`config.mk`:
```
export PLATFORM = sky130hd
export DESIGN_NAME = hwpe_stream_tcdm_rr_arbiter
export DESIGN_NICKNAME = d
export VERILOG_FILES = /design/src/rtl/hwpe_stream_package.sv /design/src/rtl/hwpe_stream_tcdm_id_fifo.sv /design/src/rtl/hwpe_stream_tcdm_rr_arbiter.sv
export SDC_FILE = /design/constraint.sdc
export NUM_CORES = 1
export LEC_CHECK = 0
export CAP_MARGIN = 20
export CORE_AREA = 2 2 204 206
export CTS_CLUSTER_SIZE = 28
export DETAILED_ROUTE_END_ITERATION = 10
export DIE_AREA = 0 0 206 208
export SLEW_MARGIN = 20
export SYNTH_ARGS = -nofsm -noshare
export SYNTH_HDL_FRONTEND = slang
export SYNTH_SLANG_ARGS = --single-unit
export TNS_END_PERCENT = 100
```
`constraint.sdc`:
```
create_clock -name clk_i -period 13.42 [get_ports clk_i]
set_input_delay 2.684 -clock clk_i [delete_from_list [all_inputs] [get_ports clk_i]]
set_output_delay 2.684 -clock clk_i [all_outputs]
set_load 0.01 [all_outputs]
```
`src/rtl/hwpe_stream_package.sv`:
```
// Shared TCDM widths and the round-robin winner search used by the HWPE stream arbiters.
package hwpe_stream_package;

  localparam int unsigned TCDM_ADDR_WIDTH = 32;
  localparam int unsigned TCDM_DATA_WIDTH = 32;
  localparam int unsigned TCDM_BE_WIDTH   = 4;
  localparam int unsigned RR_MAX_IN       = 16;

  // First set bit of req scanning ptr, ptr+1, ... modulo nb_in; returns ptr when req is empty.
  function automatic logic [3:0] rr_next(input logic [RR_MAX_IN-1:0] req,
                                         input logic [3:0]           ptr,
                                         input int unsigned          nb_in);
    logic [3:0] winner;
    logic       found;
    logic [4:0] idx;
    winner = ptr;
    found  = 1'b0;
    for (int unsigned i = 0; i < RR_MAX_IN; i++) begin
      if (i < nb_in) begin
        idx = {1'b0, ptr} + 5'(i);
        if (idx >= 5'(nb_in)) begin
          idx = idx - 5'(nb_in);
        end
        if (!found && req[idx[3:0]]) begin
          winner = idx[3:0];
          found  = 1'b1;
        end
      end
    end
    return winner;
  endfunction

endpackage

```
`src/rtl/hwpe_stream_tcdm_id_fifo.sv`:
```
// Circular FIFO of requester IDs for reads in flight; push when full and pop when empty are ignored.
module hwpe_stream_tcdm_id_fifo #(
  parameter int unsigned DEPTH     = 4,
  parameter int unsigned WIDTH     = 2,
  parameter int unsigned CNT_WIDTH = $clog2(DEPTH + 1)
) (
  input  logic                 clk_i,
  input  logic                 clear_i,
  input  logic                 push_i,
  input  logic [WIDTH-1:0]     data_i,
  input  logic                 pop_i,
  output logic [WIDTH-1:0]     head_o,
  output logic [CNT_WIDTH-1:0] count_o,
  output logic                 full_o,
  output logic                 empty_o
);

  localparam int unsigned PTR_WIDTH = (DEPTH > 1) ? $clog2(DEPTH) : 1;

  logic [WIDTH-1:0]     r_mem [DEPTH];
  logic [PTR_WIDTH-1:0] r_wptr;
  logic [PTR_WIDTH-1:0] r_rptr;
  logic [CNT_WIDTH-1:0] r_count;
  logic                 w_push;
  logic                 w_pop;

  assign full_o  = (r_count == CNT_WIDTH'(DEPTH));
  assign empty_o = (r_count == '0);
  assign w_push  = push_i & ~full_o;
  assign w_pop   = pop_i & ~empty_o;
  assign head_o  = r_mem[r_rptr];
  assign count_o = r_count;

  always_ff @(posedge clk_i) begin
    if (clear_i) begin
      r_wptr  <= '0;
      r_rptr  <= '0;
      r_count <= '0;
    end else begin
      if (w_push) begin
        r_wptr <= (r_wptr == PTR_WIDTH'(DEPTH - 1)) ? '0 : r_wptr + PTR_WIDTH'(1);
      end
      if (w_pop) begin
        r_rptr <= (r_rptr == PTR_WIDTH'(DEPTH - 1)) ? '0 : r_rptr + PTR_WIDTH'(1);
      end
      if (w_push && !w_pop) begin
        r_count <= r_count + CNT_WIDTH'(1);
      end else if (!w_push && w_pop) begin
        r_count <= r_count - CNT_WIDTH'(1);
      end
    end
  end

  // Payload needs no reset: entries are only read while counted as valid.
  always_ff @(posedge clk_i) begin
    if (w_push) begin
      r_mem[r_wptr] <= data_i;
    end
  end

endmodule

```
`src/rtl/hwpe_stream_tcdm_rr_arbiter.sv`:
```
// Round-robin share of one TCDM port among NB_IN requesters; read responses are steered back
// in order through an ID FIFO.
module hwpe_stream_tcdm_rr_arbiter
  import hwpe_stream_package::*;
#(
  parameter int unsigned NB_IN         = 4,
  parameter int unsigned ID_FIFO_DEPTH = 4,
  parameter int unsigned ID_WIDTH      = $clog2(NB_IN),
  parameter int unsigned CNT_WIDTH     = $clog2(ID_FIFO_DEPTH + 1)
) (
  input  logic                               clk_i,
  input  logic                               clear_i,
  input  logic [NB_IN-1:0]                   in_req_i,
  output logic [NB_IN-1:0]                   in_gnt_o,
  input  logic [NB_IN*TCDM_ADDR_WIDTH-1:0]   in_add_i,
  input  logic [NB_IN-1:0]                   in_wen_i,
  input  logic [NB_IN*TCDM_BE_WIDTH-1:0]     in_be_i,
  input  logic [NB_IN*TCDM_DATA_WIDTH-1:0]   in_data_i,
  output logic [NB_IN*TCDM_DATA_WIDTH-1:0]   in_r_data_o,
  output logic [NB_IN-1:0]                   in_r_valid_o,
  output logic                               out_req_o,
  input  logic                               out_gnt_i,
  output logic [TCDM_ADDR_WIDTH-1:0]         out_add_o,
  output logic                               out_wen_o,
  output logic [TCDM_BE_WIDTH-1:0]           out_be_o,
  output logic [TCDM_DATA_WIDTH-1:0]         out_data_o,
  input  logic [TCDM_DATA_WIDTH-1:0]         out_r_data_i,
  input  logic                               out_r_valid_i,
  output logic [CNT_WIDTH-1:0]               outstanding_o,
  output logic                               err_o
);

  logic [ID_WIDTH-1:0]  r_ptr;
  logic [ID_WIDTH-1:0]  w_winner;
  logic [ID_WIDTH-1:0]  w_ptr_next;
  logic [ID_WIDTH-1:0]  w_head;
  logic [RR_MAX_IN-1:0] w_req_pad;
  logic                 w_any_req;
  logic                 w_full;
  logic                 w_empty;
  logic                 w_hs;
  logic                 w_push;
  logic                 w_pop;
  logic                 r_err;

  always_comb begin
    w_req_pad              = '0;
    w_req_pad[NB_IN-1:0]   = in_req_i;
  end

  assign w_winner   = ID_WIDTH'(rr_next(w_req_pad, 4'(r_ptr), NB_IN));
  assign w_ptr_next = (w_winner == ID_WIDTH'(NB_IN - 1)) ? '0 : w_winner + ID_WIDTH'(1);
  assign w_any_req  = |in_req_i;

  // Full blocks requests even when a pop is due this cycle, so r_valid never feeds req.
  assign out_req_o  = w_any_req & ~w_full & ~clear_i;
  assign w_hs       = out_req_o & out_gnt_i;
  assign w_push     = w_hs & out_wen_o;
  assign w_pop      = out_r_valid_i & ~w_empty & ~clear_i;

  always_comb begin
    out_add_o  = '0;
    out_wen_o  = 1'b0;
    out_be_o   = '0;
    out_data_o = '0;
    in_gnt_o   = '0;
    for (int unsigned i = 0; i < NB_IN; i++) begin
      if (w_any_req && !clear_i && (w_winner == ID_WIDTH'(i))) begin
        out_add_o   = in_add_i[i*TCDM_ADDR_WIDTH +: TCDM_ADDR_WIDTH];
        out_wen_o   = in_wen_i[i];
        out_be_o    = in_be_i[i*TCDM_BE_WIDTH +: TCDM_BE_WIDTH];
        out_data_o  = in_data_i[i*TCDM_DATA_WIDTH +: TCDM_DATA_WIDTH];
        in_gnt_o[i] = w_hs;
      end
    end
  end

  always_comb begin
    in_r_valid_o = '0;
    for (int unsigned i = 0; i < NB_IN; i++) begin
      in_r_valid_o[i] = w_pop && (w_head == ID_WIDTH'(i));
    end
  end

  assign in_r_data_o = {NB_IN{out_r_data_i}};

  always_ff @(posedge clk_i) begin
    if (clear_i) begin
      r_ptr <= '0;
      r_err <= 1'b0;
    end else begin
      if (w_hs) begin
        r_ptr <= w_ptr_next;
      end
      if (out_r_valid_i && w_empty) begin
        r_err <= 1'b1;
      end
    end
  end

  assign err_o = r_err;

  hwpe_stream_tcdm_id_fifo #(
    .DEPTH     (ID_FIFO_DEPTH),
    .WIDTH     (ID_WIDTH),
    .CNT_WIDTH (CNT_WIDTH)
  ) i_id_fifo (
    .clk_i   (clk_i),
    .clear_i (clear_i),
    .push_i  (w_push),
    .data_i  (w_winner),
    .pop_i   (w_pop),
    .head_o  (w_head),
    .count_o (outstanding_o),
    .full_o  (w_full),
    .empty_o (w_empty)
  );

endmodule

```
Word-level counts from Yosys, hierarchy flattened. Memory sizes are Yosys's and may differ from the RTL's. A register that Yosys moved wholly into a read port is not among the register bits. Cells that the tools add are included.

$add $sub $neg: 12. Magnitude comparators: 8. Eq/ne operators: 9. Muxes and demuxes: 48. Bitwise logic cells: 11. Reduce and logical (&&, ||, !) cells: 26.

Operator list (number): $mux W32 (8); $mux W4 (8); $lt A4 B5 Y1 const B (4); $mux W2 (9); $mux W1 (17); $bmux W1 S4 (4); $logic_and A1 B1 Y1 (15); $eq A2 B2 Y1 const B (6); $sub A3 B3 Y4 const B (3); $ge A3 B3 Y1 const B (3); $and A1 B1 Y1 (8); $add A2 B1 Y2 const B (3); $add A2 B2 Y3 const B (2); $logic_not A1 Y1 (6); $mux W3 (2); $eq A2 B1 Y1 const B (2); $logic_not A2 Y1 (2); $reduce_or A4 Y1 (1); $sub A2 B3 Y4 const B (1); $add A2 B1 Y3 const B (1); $add A3 B1 Y3 const B (1); $eq A3 B3 Y1 const B (1); $ge A2 B3 Y1 const B (1); $logic_not A3 Y1 (1); other kinds (3) (5).

Flip-flop bits (word level): 10. RAM bits: 8. Input port bits: 316. Output and inout bits: 210. Memories kept: 1.

Memories: i_id_fifo.r_mem (depth 4, width 2, read ports 1, clocked after memory_dff 1, wr ports 1, line hwpe_stream_tcdm_id_fifo.sv:20) `logic [WIDTH-1:0] r_mem [DEPTH];`.

Logic depth before layout (Yosys ltp). Gate-level depths: netlist of the first run.

Word-level depth: 26. Mapped depth: 20.

Cells and area by module. A second synthesis of the first run with hierarchy kept.

Cell total of the unflattened synthesis: 716. Area, all modules: 5006.1 um2.

Modules (own cells, without submodules): hwpe_stream_tcdm_rr_arbiter (instances 1, cells each 656, area an instance 4217.8 um2); hwpe_stream_tcdm_id_fifo (instances 1, cells each 60, area an instance 788.3 um2).

Least setup slack after synthesis of the first run. Ideal clock, no wire load.

Kind: input-to-output. Start: input in_req_i[2]. End: output out_add_o[22]. Data arrival time: 5.344 ns. Data required time: 10.736 ns. Setup slack: 5.392 ns. Cell stages on the path: 13. Buffers on the path: 3. Path through: mux4_2 -> and2_4 -> o311a_1 -> nor3_1 -> ha_1 -> clkbuf_1 -> buf_2 -> buf_1 -> nand3b_1 -> a21oi_1 -> a21oi_1 -> o21ai_0 -> nor2b_1.

Word-level cells in the longest chain between the ends: 18.

RTL lines: from (decl) (line hwpe_stream_tcdm_rr_arbiter.sv:13) `input logic [NB_IN-1:0] in_req_i,`; $bmux W1 S4 (line hwpe_stream_package.sv:24) `if (!found && req[idx[3:0]]) begin`; $mux W1 (not written as such) (line hwpe_stream_package.sv:24); $mux W1 (line hwpe_stream_package.sv:24); $logic_not A1 Y1 (line hwpe_stream_package.sv:24); $logic_and A1 B1 Y1 (line hwpe_stream_package.sv:24); $mux W1 (line hwpe_stream_package.sv:24); $logic_not A1 Y1 (line hwpe_stream_package.sv:24); $logic_and A1 B1 Y1 (line hwpe_stream_package.sv:24); $mux W1 (line hwpe_stream_package.sv:24); $logic_not A1 Y1 (line hwpe_stream_package.sv:24); $logic_and A1 B1 Y1 (line hwpe_stream_package.sv:24); $mux W2 (line hwpe_stream_package.sv:24); $logic_not A2 Y1 (line hwpe_stream_tcdm_rr_arbiter.sv:68) `if (w_any_req && !clear_i && (w_winner == ID_WIDTH'(i))) begin`; $logic_and A1 B1 Y1 (line hwpe_stream_tcdm_rr_arbiter.sv:68); $mux W32 (3 in series) (line hwpe_stream_tcdm_rr_arbiter.sv:68); $mux W32 (*) (line hwpe_stream_tcdm_rr_arbiter.sv:68); to (decl) (line hwpe_stream_tcdm_rr_arbiter.sv:23) `output logic [TCDM_ADDR_WIDTH-1:0] out_add_o,`.

Every way passes the cells marked *; elsewhere a longest branch is shown, timed or not. The select of a mux whose other input is x is not followed.

Final worst setup path of the first run.
Start: input in_req_i[2]. End: output out_data_o[1].

Word-level cells in the longest chain between the ends: 18.

RTL lines: $bmux W1 S4 (line hwpe_stream_package.sv:24); $mux W1 (not written as such) (line hwpe_stream_package.sv:24); $mux W1 (line hwpe_stream_package.sv:24); $logic_not A1 Y1 (line hwpe_stream_package.sv:24); $logic_and A1 B1 Y1 (line hwpe_stream_package.sv:24); $mux W1 (line hwpe_stream_package.sv:24); $logic_not A1 Y1 (line hwpe_stream_package.sv:24); $logic_and A1 B1 Y1 (line hwpe_stream_package.sv:24); $mux W1 (line hwpe_stream_package.sv:24); $logic_not A1 Y1 (line hwpe_stream_package.sv:24); $logic_and A1 B1 Y1 (line hwpe_stream_package.sv:24); $mux W2 (line hwpe_stream_package.sv:24); $logic_not A2 Y1 (line hwpe_stream_tcdm_rr_arbiter.sv:68); $logic_and A1 B1 Y1 (line hwpe_stream_tcdm_rr_arbiter.sv:68); $mux W32 (3 in series) (line hwpe_stream_tcdm_rr_arbiter.sv:68); $mux W32 (*) (line hwpe_stream_tcdm_rr_arbiter.sv:68); to (decl) (line hwpe_stream_tcdm_rr_arbiter.sv:26) `output logic [TCDM_DATA_WIDTH-1:0] out_data_o,`.

Marks and branches as above.

==> key figures, run 1 <==
Die
  – Starting Density: 12.4%
  – Die width: 206 um
  – # rows: between 70 and 80
  – IO Count: 526
  – Core Footprint: just over 40,000 sq um
  – Die height: ~210 um
  – Die footprint: 42,800 sq um

Clock tree
  – H-Tree Depth: 1
  – Cts hold-fix bufs: 0
  – Post-CTS Resized: 0
  – Setup bufs post-CTS: 0
  – Sink Count: 20
  – Clk buf depth: 2
  – Clock latency on the worst-skew pair: 0.25 ns
  – CTS buffer count: 3
  – CTS Root Cell: clkbuf_16
  – CTS tree: built
  – Clock transition at path regs: around 0.05 ns

Placement
  – Gp weighted congestion: roughly 0.8
  – PortBufs: between 300 and 400
  – Placed Area: 8190 sq um
  – Placed cell count: 1,504
  – Detailed Place HPWL: approximately 20 mm

Logic synthesis
  – Cell type with the largest total area after synthesis: buf_4
  – Main synth FF type: dfxtp_1
  – Mapped Nets: roughly 1,100
  – Ys async rst share: 0%
  – Top-count cell post-synth: a21oi_1
  – EDFF count, synth: 8
  – Top cells by count, synth: 144 x a21oi_1, 141 x nand2_1, 128 x buf_4
  – Area share of the largest cell type after synthesis: 19.2%
  – Netlist cell types: 37
  – Cell area after synthesis: 5010 sq um
  – Cell count after synthesis: around 800
  – Post-synthesis sequential area ratio: approximately a tenth
  – YS warnings: 0
  – Mapped Avg Cell Area: between 6 and 7 sq um
  – Synthesized flop and latch total: 20
  – Area contributors post-synth: buf_4 19%, a21oi_1 14%, nand2_1 11%

Critical path
  – CP Cell Sequence: clkdlybuf4s50_1 -> mux4_2 -> and2_4 -> o311a_1 -> nor3_1 -> ha_4 -> buf_4 -> nand3b_1 -> a21oi_1 -> a21oi_1 -> o21ai_0 -> nor2b_1 -> clkdlybuf4s50_1
  – Worst-path fanout max: 82
  – Critical path data arrival time: roughly 7.5 ns
  – Crit path launch type: input pin
  – Worst setup EP type: output port
  – CP delay by family, top: buffers and inverters
  – Max incr delay on CP: about 0.69 ns
  – Req. time, crit path: around 11 ns
  – Buf/Inv on CP: 3
  – CP max stage cell: buf_4
  – Setup Crit Path Kind: input pin to output port

Layout
  – Share of layout cells above drive strength 1: 2.25%
  – Layout net count: about 1,300
  – Final Cell Area: 8280 sq um
  – Area growth syn-to-layout: 65.3%
  – Non-Filler Instances: between 1,500 and 2,000

STA
  – Final Slew Violations: 0
  – Setup TNS: 0 ns
  – Final worst path period share: about three quarters
  – Unrepaired setup endpoints after global routing: false
  – Worst slew pin tran: 0.994 ns
  – Max Clock Freq: 98.4 MHz
  – Setup Viol. Count Final: 0
  – Final Skew: 0.000806 ns
  – Max-slew headroom: roughly a third
  – Fin. Hold Viols: 0
  – Fin crit period: ~10 ns

Run
  – Max-cap violations: 0

Detailed routing
  – Top Metal Used: met4
  – Wire length on met3: around 2.3 mm
  – DR WL met2: ~12 mm
  – Met1 wire length: 10.2 mm
  – Drt pass-1 iters: 5
  – Via count: roughly 5,900
  – Drt wl/cell: about 17 um
  – Post-route DRC: 0
  – DRT antenna net count: 0
  – Vias per cell: 3.90
  – Initial drt markers: approximately 250
  – Routed WL: approximately 25 mm

Outcome
  – Status: finished, final reports clean

GRT
  – Largest net degree at the start of global routing: 83
  – Vias in the first global route: about 5,700
  – Initial antenna violation count: 0
  – Remaining Overflow, GRT: 0
  – All-Layer GR Usage: approximately a tenth
  – First-pass GRT wire length: roughly 35 mm

Power
  – Cell-internal power: 0.839 mW
  – Worst vdd ir: between 0.1 and 0.15 mV
  – Sw Share: 49.2%
  – Pwr Density: 199 nW/um^2
  – Net Sw Power: between 0.8 and 0.9 mW
  – Clock group share of total power: roughly 4.0%
  – Gate power share: around nine tenths
  – Part of the power in registers: 5.9%
  – Static leakage: 2.68 nW

Worst hold path
  – Worst hold path class: flop to flop
[per-stage QoR]
stage / util, % / power (mW) / hold WS, ns / worst slack (ns)
6_report: 20.4 / 1.65 / 0.478 / 3.26
5_1_grt: 20.4 / 1.82 / 0.520 / 2.84
4_1_cts: 20.4 / 1.67 / 0.488 / 3.13
3_5_place_dp: 20.2 / 1.60 / 0.476 / 3.14
3_3_place_gp: 20.2 / 1.58 / 0.476 / 3.30
2_1_floorplan: - / 1.04 / 0.495 / 5.39
[registers in the layout, summed over array words and instances, names as in the netlist, named ones only]
signal / count
i_id_fifo.count_o: 3
err_o: 1
r_ptr: 2
i_id_fifo.r_mem: 8
i_id_fifo.r_rptr: 2
i_id_fifo.r_wptr: 2
[power groups by stage]
stage / Combinational [mW] / Sequential, mW / Clock (mW)
after global placement: 1.48 / 0.0988 / 0
after detailed placement: 1.50 / 0.0996 / 0
after CTS: 1.51 / 0.0983 / 0.0676
final: 1.49 / 0.0982 / 0.0665
after global routing: 1.65 / 0.101 / 0.0695
after floorplan: 0.950 / 0.0945 / 0
[routing by layer]
layer / GRT usage (%) / up-vias
li1: - / 2903
met1: 13.2 / 2638
met2: 18.8 / 336
met3: 2.98 / 12
met4: 1.13 / 0
met5: 0 / -
[path summary, 6_finish.rpt]
path	endpoint	depth (start not counted)	from	slack [ns]
worst min-delay path	err_o	2	err_o	0.48
worst max-delay path	out_data_o[1]	13	in_req_i[2]	3.26
worst min register to register	err_o	2	err_o	0.48
worst max register to register	i_id_fifo.count_o[2]	16	r_ptr[0]	7.39
[logic make-up after synthesis]
group	synth area share, %
buffers and inverters	24.9
adder cells (fa/ha/maj)	3.90
AO/OA/AOI/OAI	22.7
flip-flops	9.59
multiplexers	4.30
AND/OR/NAND/NOR	34.0
XOR/XNOR	0.699
[layout make-up]
cell class	instances	area, sq um
Fill cell	4592	32300
Antenna cell	2	5.00
Inverter	8	30.0
Timing Repair Buffer	368	3680
Tap cell	532	666
Multi-Input combinational cell	576	3340
Clock buffer	4	88.8
Sequential cell	20	480
[cells in the final DEF (no fill, tap or decap), types with 2 or more instances in the layout]
cell             netlist  layout
a21oi_1              144     144
and2_1                10      10
buf_4                128       3
clkbuf_16              0       3
clkdlybuf4s50_1        0     365
dfxtp_1               12      12
diode_2                0       2
edfxtp_1               8       8
ha_1                  14      10
ha_4                   0       4
inv_1                  8       8
mux2_2                 4       4
mux2i_1                8       8
mux4_2                 4       4
nand2_1              141     141
nand2b_1               2       2
nand3_1                3       3
nand3b_1              69      69
nand4_1                3       3
nor2_1                15      15
nor2b_1               68      68
nor3_1                 4       4
nor4_1                 2       2
o21ai_0               69      69
or3_1                  2       2
xnor2_1                2       2
xor2_1                 2       2
[worst reg2reg max path, delay by kind of cell (launching register included)]
family	cells	cell delay [ns]
AO/OA/AOI/OAI	3	0.54
XOR/XNOR	2	0.83
adder cells (fa/ha/maj)	4	1.73
buffers and inverters	3	0.96
flip-flops	1	0.64
multiplexers	1	0.55
AND/OR/NAND/NOR	3	0.71
(Power assumes the default switching activity.)
==> run 2, diff against run 1 <==
- clock period: 13.42 -> 9.1 ns (I/O delays scaled with it)
==> key figures, run 2 (synthesis results as in run 1) <==
Placement
  – PortBufs: about 370
  – Placed cell count: 1,507
  – Detailed Place HPWL: around 19 mm
  – Placed Area: just over 8000 sq um
  – Gp weighted congestion: 0.868

Detailed routing
  – Via count: 5,944
  – Drt wl/cell: around 16 um
  – Post-route DRC: 0
  – Vias per cell: slightly below 4
  – Drt pass-1 iters: 4
  – Routed WL: ~24 mm
  – DRT antenna net count: 0
  – Initial drt markers: 313

Critical path
  – Worst setup EP type: output port
  – RR Startpoint: r_ptr[0]
  – Setup Crit Path Kind: input pin to output port
  – Critical path data arrival time: roughly 6.2 ns
  – Reg2Reg Setup Slack: 3.38 ns
  – R2R Path End: i_id_fifo.count_o[2]
  – R2r worst-path depth: 16
  – Worst-path fanout max: between 50 and 60
  – Crit path launch type: input pin
  – Req. time, crit path: between 7 and 8 ns

GRT
  – All-Layer GR Usage: 10.3%
  – First-pass GRT wire length: about 34 mm
  – Vias in the first global route: roughly 5,700
  – Largest net degree at the start of global routing: 73
  – Initial antenna violation count: 1
  – Remaining Overflow, GRT: 0

Clock tree
  – CTS buffer count: 3
  – CTS Root Cell: clkbuf_16
  – Sink Count: 20
  – Post-CTS Resized: 0
  – Setup bufs post-CTS: 0
  – Cts hold-fix bufs: 0
  – Clock latency on the worst-skew pair: approximately 0.25 ns
  – Clk buf depth: 2
  – Clock transition at path regs: about 0.05 ns
  – H-Tree Depth: 1
  – CTS tree: built

Die
  – # rows: 74
  – Die width: approximately 210 um
  – Die footprint: between 40,000 and 50,000 sq um
  – IO Count: around 530
  – Starting Density: 12.4%
  – Die height: approximately 210 um
  – Core Footprint: between 40,000 and 50,000 sq um

STA
  – Fin. Hold Viols: 0
  – Worst slew pin tran: 1.01 ns
  – Final Skew: 0.00453 ns
  – Final Slew Violations: 0
  – Unrepaired setup endpoints after global routing: false
  – Max Clock Freq: about 120 MHz
  – Fin crit period: ~8 ns
  – Max-slew headroom: between 30 and 40%
  – Final worst path period share: about 88%
  – Setup TNS: 0 ns
  – Setup Viol. Count Final: 0
  – Hold WS: approximately 0.50 ns

Worst hold path
  – Worst hold path class: flop to flop
  – Hold_sp: err_o
  – Hold EP: err_o
  – Hold Path Depth: 2

Power
  – Worst vdd ir: 0.114 mV
  – Sw Share: slightly below 50%
  – Cell-internal power: approximately 1.3 mW
  – Gate power share: about nine tenths
  – Part of the power in registers: slightly below 6%
  – Clock group share of total power: roughly 3.7%
  – Pwr Density: about 300 nW/um^2
  – Static leakage: 2.71 nW
  – Net Sw Power: approximately 1.2 mW

Layout
  – Layout net count: 1,311
  – # diodes: 0
  – Most flops, register: i_id_fifo.r_mem
  – Share of layout cells above drive strength 1: roughly 2.5%
  – Commonest cells after routing, fill and taps aside: 365 x clkdlybuf4s50_1, 144 x a21oi_1, 141 x nand2_1
  – Final Cell Area: about 8400 sq um
  – Non-Filler Instances: around 1,500
  – Max reg flops: 8
  – Area growth syn-to-layout: 66.7%
  – Commonest non-fill, non-tap cell in the layout: clkdlybuf4s50_1
  – Final Util: between 20 and 25%

Run
  – Max-cap violations: 0

Outcome
  – Status: finished, final reports clean
==> run 2: changes by cell type in the layout (fill, tap and decap cells not counted), sizes merged <==
cell	delta
diode	-2
buf	+3
==> run 2: metal layers <==
metal  GRT usage (%)  part of all wire, %  vias up
li1                -                    -     2912
met1            12.4                   40     2673
met2            18.4                   49      338
met3            2.66                  8.9       21
met4            1.92                  1.5        0
met5               0                    0        -
==> run 2: power groups by stage <==
stage	Sequential (mW)	Clock, mW	Combinational, mW
after global placement	0.146	0	2.29
after CTS	0.145	0.0929	2.31
after detailed placement	0.147	0	2.30
final	0.145	0.0916	2.27
after floorplan	0.139	0	1.40
after global routing	0.149	0.0965	2.52
==> run 2: final cells by class <==
cell class	count	area (sq um)
inverter	8	30.0
multi-input combinational	576	3340
fill	4589	32200
tap	532	666
timing repair buffer	371	3760
sequential	20	480
clock buffer	4	78.8
==> run 2: through the flow <==
step	setup WS (ns)	power [mW]
2_1_floorplan	2.80	1.54
3_3_place_gp	0.800	2.44
3_5_place_dp	0.866	2.45
4_1_cts	0.852	2.55
5_1_grt	0.599	2.77
6_report	1.07	2.51
==> run 2: critical path: stages <==
cell and delay, ns:
clkdlybuf4s50_1 0.51, mux4_2 0.52, and2_4 0.18, o311a_1 0.33
nor3_1 0.50, ha_4 0.45, buf_12 0.28, nand3b_1 0.15
a21oi_1 0.07, a21oi_1 0.34, o21ai_0 0.30, nor2b_1 0.24
clkdlybuf4s50_1 0.52
==> run 2: worst max-delay path by stage <==
stage	from	end	slack [ns]	cells after the start
3_3_place_gp	in_req_i[2]	out_data_o[0]	0.80	12
2_1_floorplan	in_req_i[2]	out_add_o[22]	2.80	13
3_5_place_dp	in_req_i[2]	out_data_o[0]	0.87	13
5_1_grt	in_req_i[2]	out_data_o[0]	0.60	13
6_report	in_req_i[2]	out_data_o[0]	1.07	13
4_1_cts	in_req_i[2]	out_data_o[0]	0.85	12
==> run 3, diff against run 2 <==
- CORE_AREA: 2 2 204 206 -> 2 2 203 205
- DIE_AREA: 0 0 206 208 -> 0 0 205 207
- SYNTH_HIERARCHICAL: unset -> 1
==> key figures, run 3 <==
STA
  – Final Slew Violations: 0
  – Setup Viol. Count Final: 0
  – Fin. Hold Viols: 0
  – Setup TNS: 0 ns
  – Max Clock Freq: ~120 MHz
  – Max-slew headroom: a little over a third
  – Worst slew pin tran: between 0.9 and 1 ns
  – Final Skew: between 0.0015 and 0.002 ns
  – Unrepaired setup endpoints after global routing: false
  – Fin crit period: roughly 8.4 ns
  – Final worst path period share: 92.3%

Die
  – IO Count: roughly 530
  – # rows: between 70 and 80
  – Die footprint: approximately 42,000 sq um
  – Die height: about 210 um
  – Starting Density: 12.4%
  – Core Footprint: between 40,000 and 50,000 sq um
  – Die width: approximately 210 um

Power
  – Part of the power in registers: under 10%
  – Total power: approximately 1.8 mW
  – Gate power share: 88.5%
  – Sw Share: between 40% and 50%
  – Static leakage: 3.03 nW
  – Pwr Density: approximately 210 nW/um^2
  – Worst vdd ir: between 0.1 and 0.15 mV
  – Clock group share of total power: approximately 5.1%
  – Net Sw Power: 0.860 mW
  – Cell-internal power: ~0.92 mW

Clock tree
  – CTS tree: built
  – Clock latency on the worst-skew pair: 0.25 ns
  – Setup bufs post-CTS: 0
  – Sink Count: 20
  – H-Tree Depth: 1
  – CTS Root Cell: clkbuf_16
  – Clk buf depth: 2
  – Clock transition at path regs: around 0.05 ns
  – Cts hold-fix bufs: 0
  – Post-CTS Resized: 0
  – CTS buffer count: 3

GRT
  – First-pass GRT wire length: between 30 and 40 mm
  – Largest net degree at the start of global routing: 81
  – Initial antenna violation count: 1
  – Vias in the first global route: 5,448
  – Remaining Overflow, GRT: 0
  – All-Layer GR Usage: approximately 11%

Logic synthesis
  – Cell type with the largest total area after synthesis: buf_4
  – Synthesized flop and latch total: 20
  – YS warnings: 6
  – Synth Area in Compound Gates: roughly 18%
  – Area contributors post-synth: buf_4 19%, mux2i_1 14%, and3b_1 11%
  – Top cells by count, synth: 128 x buf_4, 78 x nor2_1, 75 x a21oi_1
  – Post-synthesis sequential area ratio: under 10%
  – Mapped Nets: between 1,000 and 1,500
  – Top-count cell post-synth: buf_4
  – Main combinational cell family by area after synthesis: simple AND/OR/NAND/NOR gates
  – Adder-cell share of the synthesized area: ~3.9%
  – Mapped Avg Cell Area: roughly 7 sq um
  – Netlist cell types: 48
  – Cell area after synthesis: roughly 5000 sq um
  – XOR/XNOR Fraction of Synth Area: less than 1%
  – Area share of the largest cell type after synthesis: a little under a fifth
  – Ys async rst share: 0%
  – Post-synthesis mux area share: between 10% and 20%
  – Cell count after synthesis: a little over 700
  – Simple-gate share of the synthesized area: around 27%
  – EDFF count, synth: 8
  – Main synth FF type: dfxtp_1

Critical path
  – Reg2Reg Setup Slack: around 2.8 ns
  – R2r worst-path depth: 20
  – Critical path data arrival time: roughly 6.6 ns
  – Req. time, crit path: 7.28 ns
  – Crit path launch type: input pin
  – Critical Path Sink: out_data_o[0]
  – RR Startpoint: r_ptr[0]
  – Worst-path fanout max: 38
  – Setup Crit Path Kind: input pin to output port
  – Worst Setup SP: in_req_i[1]
  – R2R Path End: i_id_fifo/count_o[2]
  – Worst setup EP type: output port

Placement
  – PortBufs: 365
  – Placed cell count: approximately 1,400
  – Gp weighted congestion: a little over 0.9
  – Detailed Place HPWL: a little over 20 mm

Layout
  – Commonest cells after routing, fill and taps aside: 365 x clkdlybuf4s50_1, 78 x nor2_1, 75 x a21oi_1
  – Fillers: ~4,600
  – Area growth syn-to-layout: 68.4%
  – Layout net count: between 1,000 and 1,500
  – Non-Filler Instances: ~1,400
  – Commonest non-fill, non-tap cell in the layout: clkdlybuf4s50_1
  – Most flops, register: i_id_fifo/r_mem
  – Multi-input logic area: about 3300 sq um
  – Share of layout cells above drive strength 1: under 10%
  – Register cell area after layout: between 400 and 500 sq um
  – Max reg flops: 8
  – Final Util: between 20% and 30%
  – # diodes: 0

Detailed routing
  – Post-route DRC: 0
  – DRT antenna net count: 0
  – Drt wl/cell: between 15 and 20 um
  – Vias per cell: approximately 3.9
  – Initial drt markers: between 300 and 400
  – Via count: between 5,000 and 6,000
  – Drt pass-1 iters: 6
  – Routed WL: 24.5 mm

Run
  – Max-cap violations: 0

Outcome
  – Status: finished, final reports clean

Worst hold path
  – Hold Path Depth: 2
  – Worst hold path class: flop to flop
## run 3: cell count changes in the layout (fill, tap and decap cells not counted), sizes merged, moves of 62 or more
cell / delta
nor2b: -63
a21oi: -69
nor2: +64
and3b: +66
nand3b: -68
nand2: -73
mux2i: +62
## run 3: worst min path at each step
stage                                   start             endpoint  slack, ns
final                                   err_o                err_o       0.49
after global routing      i_id_fifo/r_rptr[0]  i_id_fifo/r_rptr[0]       0.52
after CTS                               err_o                err_o       0.49
after detailed placement                err_o                err_o       0.48
after global placement                  err_o                err_o       0.45
after floorplan           i_id_fifo/r_rptr[0]                 flop       0.46
## run 3: cell families after synthesis
logic type,after synthesis
flops,20
fa+ha+maj,15
compound gates,160
xor+xnor,3
simple gates,248
mux,76
buf+inv,194
## run 3: through the flow
stage          setup WS (ns)  hold slack [ns]  instance area, sq um
4_1_cts                0.582            0.490                  8430
3_3_place_gp           0.723            0.450                  8350
2_1_floorplan           2.45            0.463                  5010
6_report               0.703            0.492                  8430
3_5_place_dp           0.596            0.477                  8350
5_1_grt                0.319            0.520                  8430
## run 3: layer usage
| metal | up-vias | part of all wire (%) | global-route usage, % |
|---|---|---|---|
| met3 | 42 | 8.2 | 2.36 |
| li1 | 2749 | - | - |
| met4 | 0 | 2.1 | 2.28 |
| met2 | 324 | 50 | 19.2 |
| met1 | 2473 | 40 | 13.1 |
| met5 | - | 0 | 0 |
## run 3: power by group through the flow
stage                     sequential [mW]  combinational, mW  clock [mW]
after floorplan                     0.114              0.916           0
after global placement              0.116               1.58           0
after detailed placement            0.117               1.59           0
after CTS                           0.115               1.60      0.0923
after global routing                0.116               1.73      0.0964
final                               0.115               1.57      0.0903
## run 3: worst max-delay path, cell delays in order
cell,delay [ns]
clkdlybuf4s50_1,0.52
mux4_2,0.56
a221o_1,0.35
a311oi_2,0.34
xnor2_1,0.46
inv_1,0.23
ha_2,0.27
buf_4,0.24
and3b_1,0.24
a21oi_1,0.49
o21ai_0,0.27
mux2i_1,0.19
nor2_1,0.06
clkdlybuf4s50_1,0.51
## run 3: area by class of cell
type | instances | area share, %
clock buffers | 4 | 0.935
inverters | 10 | 0.668
multi-input cells | 502 | 39.5
flip-flops and latches | 20 | 5.70
well taps | 532 | 7.89
repair buffers | 380 | 45.3
